`src/rtl/rtc_display_pkg.sv`:
```
`default_nettype none
// ============================================================================
// Module   : rtc_display_pkg
// Purpose  : Shared types and glyph constants for the RTC seven-segment
//            display path. Glyphs are active-high, bit order {g,f,e,d,c,b,a}.
// Ports    : none (package)
// Revision : 1.0 - initial release
// ============================================================================
package rtc_display_pkg;

  typedef logic [3:0] bcd_t;

  typedef enum logic [1:0] {
    SCAN_S0 = 2'd0,
    SCAN_S1 = 2'd1,
    SCAN_M0 = 2'd2,
    SCAN_M1 = 2'd3
  } scan_slot_t;

  localparam logic [6:0] SEG_0    = 7'b0111111;
  localparam logic [6:0] SEG_1    = 7'b0000110;
  localparam logic [6:0] SEG_2    = 7'b1011011;
  localparam logic [6:0] SEG_3    = 7'b1001111;
  localparam logic [6:0] SEG_4    = 7'b1100110;
  localparam logic [6:0] SEG_5    = 7'b1101101;
  localparam logic [6:0] SEG_6    = 7'b1111101;
  localparam logic [6:0] SEG_7    = 7'b0000111;
  localparam logic [6:0] SEG_8    = 7'b1111111;
  localparam logic [6:0] SEG_9    = 7'b1101111;
  localparam logic [6:0] SEG_DASH = 7'b1000000;
  localparam logic [6:0] SEG_OFF  = 7'b0000000;

endpackage
`default_nettype wire

```
`src/rtl/bcd_to_seven_segment.sv`:
```
`default_nettype none
// ============================================================================
// Module   : bcd_to_seven_segment
// Purpose  : Combinational BCD digit to active-high seven-segment glyph.
//            Non-decimal codes (A..F) render as a dash.
// Ports    : i_digit  in  4  BCD digit
//            o_glyph  out 7  active-high glyph {g,f,e,d,c,b,a}
// Revision : 1.0 - initial release
// ============================================================================
module bcd_to_seven_segment
  import rtc_display_pkg::*;
(
  input  bcd_t       i_digit,
  output logic [6:0] o_glyph
);

  always_comb begin
    o_glyph = SEG_DASH;
    case (i_digit)
      4'd0:    o_glyph = SEG_0;
      4'd1:    o_glyph = SEG_1;
      4'd2:    o_glyph = SEG_2;
      4'd3:    o_glyph = SEG_3;
      4'd4:    o_glyph = SEG_4;
      4'd5:    o_glyph = SEG_5;
      4'd6:    o_glyph = SEG_6;
      4'd7:    o_glyph = SEG_7;
      4'd8:    o_glyph = SEG_8;
      4'd9:    o_glyph = SEG_9;
      default: o_glyph = SEG_DASH;
    endcase
  end

endmodule
`default_nettype wire

```
`src/rtl/bcd_display_scanner.sv`:
```
`default_nettype none
// ============================================================================
// Module   : bcd_display_scanner
// Purpose  : Scans four BCD time digits (MM:SS) onto a multiplexed 4-digit
//            seven-segment display. One digit per slot of REFRESH_DIV cycles,
//            the first BLANK_CYCLES of every slot dark (anti-ghosting), and a
//            snapshot of all four digits taken at the start of each frame so
//            a displayed time never tears.
// Config   : LEADING_ZERO_BLANK_EN - when defined, the minute-tens digit is
//            left dark for its whole slot if its snapshot value is 0.
// Ports    : clock           in   1  system clock
//            reset           in   1  synchronous active-high reset
//            digit_second_0  in   4  BCD seconds units
//            digit_second_1  in   4  BCD seconds tens
//            digit_minute_0  in   4  BCD minutes units
//            digit_minute_1  in   4  BCD minutes tens
//            anode_select    out  4  one-hot digit enable (bit0 = second_0)
//            segments        out  7  {g,f,e,d,c,b,a}
//            decimal_point   out  1  separator, lit in the minute_0 slot
//            frame_done      out  1  one-cycle pulse per frame snapshot
// Revision : 1.0 - initial release
// ============================================================================
module bcd_display_scanner
  import rtc_display_pkg::*;
#(
  parameter int unsigned REFRESH_DIV      = 50000,
  parameter int unsigned BLANK_CYCLES     = 500,
  parameter bit          SEG_ACTIVE_LOW   = 1'b1,
  parameter bit          ANODE_ACTIVE_LOW = 1'b1
) (
  input  logic       clock,
  input  logic       reset,
  input  bcd_t       digit_second_0,
  input  bcd_t       digit_second_1,
  input  bcd_t       digit_minute_0,
  input  bcd_t       digit_minute_1,
  output logic [3:0] anode_select,
  output logic [6:0] segments,
  output logic       decimal_point,
  output logic       frame_done
);

  localparam int unsigned      c_CNT_W     = (REFRESH_DIV > 1) ? $clog2(REFRESH_DIV) : 1;
  localparam logic [c_CNT_W-1:0] c_CNT_MAX = c_CNT_W'(REFRESH_DIV - 1);
  localparam logic [c_CNT_W-1:0] c_BLANK_END = c_CNT_W'(BLANK_CYCLES);
  localparam logic [3:0]       c_ANODE_OFF = ANODE_ACTIVE_LOW ? 4'b1111 : 4'b0000;
  localparam logic [6:0]       c_SEG_OFF   = SEG_ACTIVE_LOW ? ~SEG_OFF : SEG_OFF;
  localparam logic             c_DP_OFF    = SEG_ACTIVE_LOW;

  logic [c_CNT_W-1:0] cnt_q, cnt_d;
  scan_slot_t         slot_q, slot_d;
  bcd_t [3:0]         shadow_q, shadow_d;   // index = slot encoding
  logic [3:0]         anode_q, anode_d;
  logic [6:0]         seg_q, seg_d;
  logic               dp_q, dp_d;
  logic               frame_done_q, frame_done_d;

  logic               w_snapshot;
  logic               w_lit;
  logic [3:0]         w_anode_onehot;
  bcd_t               w_digit;
  logic [6:0]         w_glyph;

  // Digit of the current slot comes from the frame snapshot, never the live inputs.
  assign w_digit = shadow_q[slot_q];

  bcd_to_seven_segment u_decode (
    .i_digit (w_digit),
    .o_glyph (w_glyph)
  );

  always_comb begin
    cnt_d        = cnt_q;
    slot_d       = slot_q;
    shadow_d     = shadow_q;
    frame_done_d = 1'b0;

    // Slot timing
    if (cnt_q == c_CNT_MAX) begin
      cnt_d = '0;
      case (slot_q)
        SCAN_S0: slot_d = SCAN_S1;
        SCAN_S1: slot_d = SCAN_M0;
        SCAN_M0: slot_d = SCAN_M1;
        default: slot_d = SCAN_S0;
      endcase
    end else begin
      cnt_d = cnt_q + c_CNT_W'(1);
    end

    // Frame snapshot at the first cycle of slot S0
    w_snapshot = (cnt_q == '0) && (slot_q == SCAN_S0);
    if (w_snapshot) begin
      shadow_d     = {digit_minute_1, digit_minute_0, digit_second_1, digit_second_0};
      frame_done_d = 1'b1;
    end

    // Display drive, computed from this cycle's cnt/slot and registered
    w_lit = (cnt_q >= c_BLANK_END);
`ifdef LEADING_ZERO_BLANK_EN
    if ((slot_q == SCAN_M1) && (shadow_q[3] == 4'd0)) begin
      w_lit = 1'b0;
    end
`endif
    w_anode_onehot = 4'b0001 << slot_q;

    if (w_lit) begin
      anode_d = ANODE_ACTIVE_LOW ? ~w_anode_onehot : w_anode_onehot;
      seg_d   = SEG_ACTIVE_LOW ? ~w_glyph : w_glyph;
      dp_d    = (slot_q == SCAN_M0) ? ~c_DP_OFF : c_DP_OFF;
    end else begin
      anode_d = c_ANODE_OFF;
      seg_d   = c_SEG_OFF;
      dp_d    = c_DP_OFF;
    end
  end

  always_ff @(posedge clock) begin
    if (reset) begin
      cnt_q        <= '0;
      slot_q       <= SCAN_S0;
      shadow_q     <= '0;
      anode_q      <= c_ANODE_OFF;
      seg_q        <= c_SEG_OFF;
      dp_q         <= c_DP_OFF;
      frame_done_q <= 1'b0;
    end else begin
      cnt_q        <= cnt_d;
      slot_q       <= slot_d;
      shadow_q     <= shadow_d;
      anode_q      <= anode_d;
      seg_q        <= seg_d;
      dp_q         <= dp_d;
      frame_done_q <= frame_done_d;
    end
  end

  assign anode_select  = anode_q;
  assign segments      = seg_q;
  assign decimal_point = dp_q;
  assign frame_done    = frame_done_q;

endmodule
`default_nettype wire

```
`config.mk`:
```
export PLATFORM = sky130hd
export DESIGN_NAME = bcd_display_scanner
export DESIGN_NICKNAME = d
export VERILOG_FILES = /design/src/rtl/rtc_display_pkg.sv /design/src/rtl/bcd_to_seven_segment.sv /design/src/rtl/bcd_display_scanner.sv
export SDC_FILE = /design/constraint.sdc
export NUM_CORES = 1
export LEC_CHECK = 0
export CORE_MARGIN = 2
export CORE_UTILIZATION = 42
export CTS_CLUSTER_SIZE = 10
export DETAILED_ROUTE_END_ITERATION = 10
export MAX_ROUTING_LAYER = met4
export PLACE_DENSITY_LB_ADDON = 0.12
export SLEW_MARGIN = 20
export SYNTH_ARGS = -nofsm -noshare
export SYNTH_HDL_FRONTEND = slang
export SYNTH_SLANG_ARGS = --single-unit
```
`constraint.sdc`:
```
create_clock -name clock -period 2.6 [get_ports clock]
set_input_delay 0.52 -clock clock [delete_from_list [all_inputs] [get_ports clock]]
set_output_delay 0.52 -clock clock [all_outputs]
set_load 0.03 [all_outputs]
```
==> flow_metrics.env <==
export IMPL_fin_crit_ns=2.15
export IMPL_clkLatencyLatePin_ns=0.29
export IMPL_drtIter0Drc=62
export IMPL_cp_end_kind="flip-flop"
export IMPL_finClkSkew_ns=0.00765
export IMPL_yosysSeqAreaShare_pct=43.1
export IMPL_async_flop_share_pct=0
export IMPL_antenna_found_initial=0
export IMPL_htreeDepth=2
export IMPL_synth_edf_count=0
export IMPL_ctsHoldBuffers=0
export IMPL_startpoint="slot_q[1]$_SDFFE_PP0N_"
export IMPL_start_util_pct=44.3
export IMPL_grt_pass1_vias=1592
export IMPL_post_cts_buffers=0
export IMPL_min_path_type="reg2reg"
export IMPL_root_buffer="clkbuf_8"
export IMPL_slew_headroom_pct=62.4
export IMPL_drc_errors=0
export IMPL_drive_gt1_share_pct=7.92
export IMPL_fin_nets=294
export IMPL_ctsResizeCount=0
export IMPL_path_class="reg2reg"
export IMPL_core_area_um2=4820
export IMPL_port_buffers=30
export IMPL_cts_made_buffers=5
export IMPL_ios=31
export IMPL_power_density_nw_per_um2=559
export IMPL_reg2reg_from="slot_q[1]$_SDFFE_PP0N_"
export IMPL_setup_viol=0
export IMPL_holdCritStartpoint="shadow_q[0]$_SDFFE_PP0P_"
export IMPL_finalInstanceArea_um2=2590
export IMPL_worst_pin_slew_ns=0.564
export IMPL_syn_to_final_growth_pct=21.3
export IMPL_drv_cap=0
export IMPL_path_cells="inv_1 > ha_1 > nor4bb_1 > nand3_1 > o21ai_0 > a21oi_1"
export IMPL_status="completed"
export IMPL_cts_buffer_depth=2
export IMPL_power_mw=1.45
export IMPL_die_h_um=75.3
export IMPL_critPathSlowestCell="nand3_1"
export IMPL_finalWirelength_um=4090
export IMPL_fin_util_pct=53.8
export IMPL_cts_tree="built"
export IMPL_crit_fanout=16
export IMPL_avgViaCountPerCell=5.07
export IMPL_rsz0062_at_grt="no"
export IMPL_yosysWarnings=0
export IMPL_place_hpwl_um=2880
export IMPL_dieWidth_um=75.3
export IMPL_cts_sinks=46
export IMPL_syn_inst=237
export IMPL_layout_common_cells="dfxtp_1 (46), clkdlybuf4s50_1 (30), a21oi_1 (26), nand3_1 (23), o21ai_0 (23)"
export IMPL_wl_per_cell_um=12.3
export IMPL_finalCritPeriodShare_pct=82.7
export IMPL_crit_path_start_kind="flip-flop"
export IMPL_synth_ff_type="dfxtp_1"
export IMPL_final_common_cell="dfxtp_1"
export IMPL_clk_pin_slew_ns=0.08
export IMPL_firstDrtPassIters=4
export IMPL_cp_arrival_ns=2.33
export IMPL_p_leak_nw=0.939
export IMPL_max_vdd_ir_drop_uv=277
export IMPL_grt_pass1_wl_um=7200
export IMPL_rows=25
export IMPL_cp_slowest_stage_delay_ns=0.45
export IMPL_grt_usage_pct=16.7
export IMPL_insertedDiodeCount=0
export IMPL_grt_ovfl_total=0
export IMPL_synth_fp_nets=266
export IMPL_setup_tns_ns=0
export IMPL_dieArea_um2=5670
export IMPL_vias=1683
export IMPL_fmax_ghz=0.465
export IMPL_postPlaceCellArea_um2=2480
export IMPL_ys_types=36
export IMPL_synth_area_um2=2130
export IMPL_grt_max_degree=19
export IMPL_gp_congestion=0.724
export IMPL_required_ns=2.78
export IMPL_drtAntennaViolNets=0
export IMPL_maxSlewViolCount=0
export IMPL_finalHoldViolCount=0
export IMPL_syn_avg_cell_area_um2=9.01
export IMPL_synth_seq_cells=46
## worst paths after layout
| check | end | cells after the start | slack [ns] |
|---|---|---|---|
| worst max-delay path | shadow_q[3]$_SDFFE_PP0P_ | 6 | 0.45 |
| worst min-delay path | shadow_q[0]$_SDFFE_PP0P_ | 2 | 0.48 |
| worst max register to register | shadow_q[3]$_SDFFE_PP0P_ | 6 | 0.45 |
| worst min register to register | shadow_q[0]$_SDFFE_PP0P_ | 2 | 0.48 |
## final cells by class
type | count | area [um^2]
Sequential cell | 46 | 921
Clock buffer | 6 | 82.6
Timing Repair Buffer | 34 | 330
Clock inverter | 1 | 30.0
Multi-Input combinational cell | 167 | 1100
Fill cell | 487 | 2230
Tap cell | 67 | 83.8
Inverter | 11 | 41.3
## synth_stat cells (4+ instances only)
master,count,area (um^2)
xnor2_1,6,52.6
clkbuf_1,7,26.3
mux4_2,4,90.1
inv_1,11,41.3
nand3_1,23,115
o21ai_0,23,115
dfxtp_1,46,921
ha_1,11,138
nor2_1,20,75.1
a21oi_1,26,130
nand4_1,5,31.3
nand2_1,10,37.5
xor2_1,6,52.6
## flip-flops by register name (all words and copies together) (netlist names)
register	count
slot_q	2
cnt_q	16
shadow_q	16
anode_select	4
segments	7
frame_done	1
## logic make-up after synthesis
kind of cell	after synthesis	share of synthesized area [%]
AOI/OAI and AO/OA	54	13.1
xor gates and xnor gates	12	4.92
DFF	46	43.1
muxes	5	4.69
adders and majority gates	11	6.45
buffers and inverters	24	5.28
and+or+nand+nor	85	22.5
## stage by stage
stage | instances | setup slack (ns) | hold slack, ns
after floorplan | 237 | 0.620 | 0.438
after global placement | 325 | 0.551 | 0.458
after detailed placement | 325 | 0.469 | 0.464
after CTS | 332 | 0.436 | 0.476
after global routing | 332 | 0.108 | 0.498
final | 332 | 0.450 | 0.476
## worst max-delay path, delay by kind of cell (launching register included)
kind            cells  cell delay (ns)
flops               1             0.42
buf+inv             1             0.13
fa+ha+maj           1             0.21
compound gates      2             0.43
simple gates        2             0.83
## power breakdown
part	internal (mW)	switching [mW]	leakage, nW
Combinational	0.0801	0.0888	0.507
Clock	0.307	0.222	0.0573
Sequential	0.733	0.0150	0.375
Total	1.12	0.326	0.939
## metal layers
layer	up-vias	share of wire, %	track usage, %
met4	0	0.93	4.68
met5	-	0	-
met1	765	50	22.4
li1	882	-	-
met3	5	4.2	3.97
met2	31	45	25.3
Note: power is estimated with default switching activity, not from simulation.
